File: src/rtl/csi_dphy_rx_seq.sv
// csi_dphy_rx_seq: sequences the 2-lane D-PHY RX / CSI-2 capture path through
// each HS burst. Watches lane-0 LP state, drives term_en / hs_en, pulses
// align_rst on SoT, and reports sync and RX timeouts.
// Optional LP glitch filter: define CSI_LP_GLITCH_FILTER_EN.
module csi_dphy_rx_seq #(
    parameter int SETTLE_CYC = 4,
    parameter int SYNC_TMO   = 32,
    parameter int RX_TMO     = 4096,
    parameter int GLITCH_CYC = 3
) (
    input  logic       sclk_l,
    input  logic       rstn,
    input  logic [1:0] lp_data0,
    input  logic       sync_found,
    input  logic       burst_done,
    output logic       term_en,
    output logic       hs_en,
    output logic       align_rst,
    output logic       hs_active,
    output logic       err_sot,
    output logic       err_tmo,
    output logic [2:0] state
);

    typedef enum logic [2:0] {
        ST_STOP = 3'd0,
        ST_REQ  = 3'd1,
        ST_PREP = 3'd2,
        ST_SYNC = 3'd3,
        ST_RX   = 3'd4,
        ST_EXIT = 3'd5
    } st_t;

    // Elaboration-time parameter range checks
    if (SETTLE_CYC < 1 || SETTLE_CYC > 255) begin : g_bad_settle
        $error("SETTLE_CYC out of range");
    end
    if (SYNC_TMO < 1 || SYNC_TMO > 65535) begin : g_bad_sync
        $error("SYNC_TMO out of range");
    end
    if (RX_TMO < 1 || RX_TMO > 65535) begin : g_bad_rx
        $error("RX_TMO out of range");
    end
    if (GLITCH_CYC < 2 || GLITCH_CYC > 15) begin : g_bad_glitch
        $error("GLITCH_CYC out of range");
    end

    logic [1:0] lp_m, lp_sy, lp_s;

    // 2-flop synchronizer; idles at LP-11 out of reset
    always_ff @(posedge sclk_l or negedge rstn) begin
        if (!rstn) begin
            lp_m  <= 2'b11;
            lp_sy <= 2'b11;
        end else begin
            lp_m  <= lp_data0;
            lp_sy <= lp_m;
        end
    end

`ifdef CSI_LP_GLITCH_FILTER_EN
    logic [1:0] lp_prev, lp_hold;
    logic [3:0] run, len_now;

    // Length of the current run of identical synchronized samples, this cycle included
    always_comb begin
        len_now = 4'd1;
        if (lp_sy == lp_prev)
            len_now = (run == 4'hF) ? run : run + 4'd1;
    end

    // Pass the new value once it has been stable long enough, else hold
    assign lp_s = (len_now >= 4'(GLITCH_CYC)) ? lp_sy : lp_hold;

    // Run-length history and held filter output
    always_ff @(posedge sclk_l or negedge rstn) begin
        if (!rstn) begin
            lp_prev <= 2'b11;
            lp_hold <= 2'b11;
            run     <= 4'd0;
        end else begin
            lp_prev <= lp_sy;
            lp_hold <= lp_s;
            run     <= len_now;
        end
    end
`else
    assign lp_s = lp_sy;
`endif

    st_t         cur, nxt;
    logic [15:0] cnt, cnt_inc;
    logic        sot_nxt, tmo_nxt;

    // Saturating increment: the shared timer never wraps
    assign cnt_inc = (cnt == 16'hFFFF) ? cnt : cnt + 16'd1;

    // Next-state and error-pulse decode
    always_comb begin
        nxt     = cur;
        sot_nxt = 1'b0;
        tmo_nxt = 1'b0;
        case (cur)
            ST_STOP: if (lp_s == 2'b01) nxt = ST_REQ;
            ST_REQ: begin
                if (lp_s == 2'b00)      nxt = ST_PREP;
                else if (lp_s[1])       nxt = ST_STOP;
            end
            ST_PREP: begin
                if (lp_s != 2'b00)                     nxt = ST_STOP;
                else if (cnt_inc >= 16'(SETTLE_CYC))   nxt = ST_SYNC;
            end
            ST_SYNC: begin
                if (sync_found) nxt = ST_RX;
                else if (cnt_inc >= 16'(SYNC_TMO)) begin
                    nxt     = ST_EXIT;
                    sot_nxt = 1'b1;
                end
            end
            ST_RX: begin
                if (burst_done || lp_s == 2'b11) nxt = ST_EXIT;
                else if (cnt_inc >= 16'(RX_TMO)) begin
                    nxt     = ST_EXIT;
                    tmo_nxt = 1'b1;
                end
            end
            ST_EXIT: if (lp_s == 2'b11) nxt = ST_STOP;
            default: nxt = ST_STOP;
        endcase
    end

    // State, timer and registered Moore outputs all move on the same edge
    always_ff @(posedge sclk_l or negedge rstn) begin
        if (!rstn) begin
            cur       <= ST_STOP;
            cnt       <= 16'd0;
            term_en   <= 1'b0;
            hs_en     <= 1'b0;
            align_rst <= 1'b0;
            hs_active <= 1'b0;
            err_sot   <= 1'b0;
            err_tmo   <= 1'b0;
        end else begin
            cur       <= nxt;
            cnt       <= (nxt != cur) ? 16'd0 : cnt_inc;
            term_en   <= (nxt == ST_PREP) || (nxt == ST_SYNC) || (nxt == ST_RX);
            hs_en     <= (nxt == ST_SYNC) || (nxt == ST_RX);
            align_rst <= (nxt == ST_SYNC) && (cur != ST_SYNC);
            hs_active <= (nxt == ST_RX);
            err_sot   <= sot_nxt;
            err_tmo   <= tmo_nxt;
        end
    end

    assign state = cur;

endmodule

File: config.mk
export PLATFORM = sky130hd
export DESIGN_NAME = csi_dphy_rx_seq
export DESIGN_NICKNAME = d
export VERILOG_FILES = /design/src/rtl/csi_dphy_rx_seq.sv
export SDC_FILE = /design/constraint.sdc
export NUM_CORES = 1
export LEC_CHECK = 0
export CAP_MARGIN = 25
export CELL_PAD_IN_SITES_DETAIL_PLACEMENT = 2
export CELL_PAD_IN_SITES_GLOBAL_PLACEMENT = 2
export CORE_MARGIN = 4
export CORE_UTILIZATION = 37
export DETAILED_ROUTE_END_ITERATION = 10
export HOLD_SLACK_MARGIN = 0.15
export PLACE_DENSITY_LB_ADDON = 0.1
export SYNTH_ARGS = -nofsm -noshare
export SYNTH_HDL_FRONTEND = slang
export SYNTH_SLANG_ARGS = --single-unit
File: constraint.sdc
create_clock -name sclk_l -period 3.22 [get_ports sclk_l]
set_clock_uncertainty 0.2 [all_clocks]
set_input_delay 0.644 -clock sclk_l [delete_from_list [all_inputs] [get_ports sclk_l]]
set_output_delay 0.644 -clock sclk_l [all_outputs]
set_load 0.05 [all_outputs]
==> impl_metrics.tcl <==
set metrics [dict create \
    syn-num-nets 183 \
    row_count 24 \
    die_area_sq_um 5930 \
    place_area_sq_um 2030 \
    num_vias 1542 \
    fillers 477 \
    diodes 0 \
    cts-root-buf "clkbuf_8" \
    drc_errors 0 \
    synth-seq-cells 29 \
    die_y_microns 77 \
    ys.flop_type "dfrtp_1" \
    worst_slack_ns 0.156 \
    first_global_vias 1726 \
    wl_per_cell_microns 22.4 \
    io_buffers 14 \
    grt_start_max_net_pins 30 \
    synth_edf_count 0 \
    multi_input_area_sq_um 1000 \
    end_kind "flop" \
    clockBufferDepth 2 \
    worstReg2RegStart "cnt[4]" \
    slew_viol_final 0 \
    grt_usage 0.206 \
    initial_core_util 0.394 \
    pwr_density_cell_nw_per_um2 645 \
    outcome "complete, no violations" \
    synth_cells 176 \
    drive_gt1_frac 0.313 \
    fmax_mhz 326 \
    drt_first_pass_iters 4 \
    ios 15 \
    ff2ff_setup_slack_ns 0.16 \
    gp_congestion 0.797 \
    design_area_sq_um 2240 \
    cts_hold_buf 0 \
    cts_tree "done" \
    finish.net_count 217 \
    dpl_worst_slack_ns 0.0248 \
    hp-start "lp_m[0]" \
    ys_warn_count 0 \
    crit_path_max_fanout 8 \
    hold_viol 0 \
    slew_headroom 0.666 \
    ir_drop_mv 0.367 \
    synth.distinct_cells 47 \
    synth_async_sr_flop_share 1.00 \
    finalCritPeriodShare 0.952 \
    clk_pin_slew_ns 0.06 \
    clock-sinks 29 \
    cp-start-kind "flop" \
    arrival_ns 3.06 \
    setup_viol_count_final 0 \
    regArea_sq_um 734 \
    antenna_found_initial 0 \
    wl_microns 5880 \
    worstMarginPinSlew_ns 0.500 \
    clk_latency_ns 0.28 \
    areaGrowthSynthToFinish_pct 27.0 \
    grt_remaining_overflow 0 \
    leakagePower_nw 0.979 \
    dp_hpwl_microns 3790 \
    fin_crit_ns 3.06 \
    whs_ns 0.161 \
    cp.required_ns 3.22 \
    cts_buffers 5 \
    seq_area_frac_synth 0.415 \
    grt_pass1_wl_microns 9430 \
    cts_max_level 2 \
    drv_cap 0 \
    cp-startpoint "cnt[4]" \
    crit_type "reg -> reg" \
    syn-cell-area_sq_um 1760 \
    core_sq_um 4470 \
    hp-class "reg -> reg" \
    drtIter0Drc 86 \
    die_x_microns 77 \
    avgSynthCellArea_sq_um 10.0 \
    ant_nets 0 \
    vias_per_cell 5.86 \
]
==> synthesized netlist by cell type (2+ instances only) <==
library cell  instances  area, sq um
dfrtp_1              25          626
nor2_1               17         63.8
nand2_1              12         45.0
nor3_1               11         55.1
nor3_2               11          110
nand3_1              10         50.1
o21ai_0               9         45.0
xnor2_1               7         61.3
a21oi_1               5         25.0
nor4_1                5         31.3
and3_1                4         25.0
dfstp_2               4          105
inv_1                 4         15.0
mux2i_1               4         40.0
and2_1                3         18.8
clkbuf_1              3         11.3
o21ai_1               3         15.0
xor2_1                3         26.3
buf_2                 2         10.0
buf_6                 2         22.5
nand4_1               2         12.5
nor4_2                2         25.0
nor4_4                2         42.5
o21ai_2               2         17.5
or2_2                 2         12.5
==> worst paths after layout <==
kind / endpoint / depth (start not counted)
setup / recovery: cnt[0] / 8
hold / removal: lp_s[0] / 0
setup reg to reg: cnt[0] / 8
hold reg to reg: lp_s[0] / 0
max in group asynchronous: lp_s[0] / 2
min in group asynchronous: cnt[14] / 2
==> flip-flops by register name, indices dropped and copies added (netlist names), 2 cells and up <==
signal / count
state: 3
lp_s: 2
lp_m: 2
cnt: 16
==> final cells by class <==
cell class,instances,share of cell area
Multi-Input combinational cell,135,0.447
Sequential cell,29,0.328
Timing Repair Buffer,34,0.135
Clock buffer,7,0.0386
Tap cell,52,0.0291
Clock inverter,1,0.0134
Inverter,5,0.00839
==> worst max-delay path, stage by stage (launching register included) <==
cell and delay (ns):
dfrtp_1 0.48, nand4_4 0.24, nor4_4 0.35, mux2i_2 0.32
o21ai_1 0.21, o41ai_4 0.51, a31oi_4 0.26, buf_12 0.22
nor3_1 0.19
==> report_power, final <==
part | switching (mW) | internal [mW] | total [mW] | leakage (nW)
sequential | 0.0588 | 0.408 | 0.467 | 0.380
clock | 0.144 | 0.252 | 0.396 | 0.0585
combinational | 0.354 | 0.225 | 0.579 | 0.540
==> timing repair <==
item | 4_1_cts | 5_1_grt
gates cloned | 0 | 0
setup endpoints to repair | 16 | 16
setup buffers | 0 | 6
pin swaps | 0 | 2
resized for setup | 1 | 8
==> layout by cell type (no fill, tap or decap), drive strengths merged, types with 2 or more instances in the layout <==
| cell type | count |
|---|---|
| o21ai | 14 |
| nand3 | 11 |
| and3 | 4 |
| and2 | 3 |
| dfstp | 4 |
| buf | 20 |
| nor3 | 22 |
| clkbuf | 7 |
| a31oi | 2 |
| mux2i | 5 |
| clkdlybuf4s50 | 14 |
| xor2 | 3 |
| a21oi | 5 |
| inv | 5 |
| dfrtp | 25 |
| nor4 | 9 |
| or2 | 2 |
| nor2 | 17 |
| nand4 | 4 |
| nand2 | 12 |
| xnor2 | 7 |
==> metrics by stage <==
step | power [mW] | utilization | cells | setup TNS, ns
floorplan | 0.800 | - | 176 | 0
global placement | 0.918 | 0.453 | 249 | 0
detailed placement | 0.940 | 0.453 | 249 | 0
CTS | 1.34 | 0.481 | 257 | 0
global route | 1.52 | 0.500 | 263 | -0.143
finish | 1.44 | 0.500 | 263 | 0
==> layer usage <==
metal | wire length (microns) | part of all wire | global-route usage | up-vias
li1 | - | - | - | 706
met1 | 2500 | 0.43 | 0.248 | 788
met2 | 3030 | 0.52 | 0.365 | 37
met3 | 210 | 0.036 | 0.0398 | 11
met4 | 131 | 0.022 | 0.0694 | 0
met5 | 0 | 0 | 0 | -
==> cell families after synthesis <==
family	after synthesis	synth area share
adder cells (fa/ha/maj)	1	0.00710
multiplexers	5	0.0305
AND/OR/NAND/NOR	90	0.333
XOR/XNOR	10	0.0497
AO/OA/AOI/OAI	29	0.129
buffers and inverters	12	0.0355
flip-flops	29	0.415
Note: power is estimated with default switching activity, not from simulation.
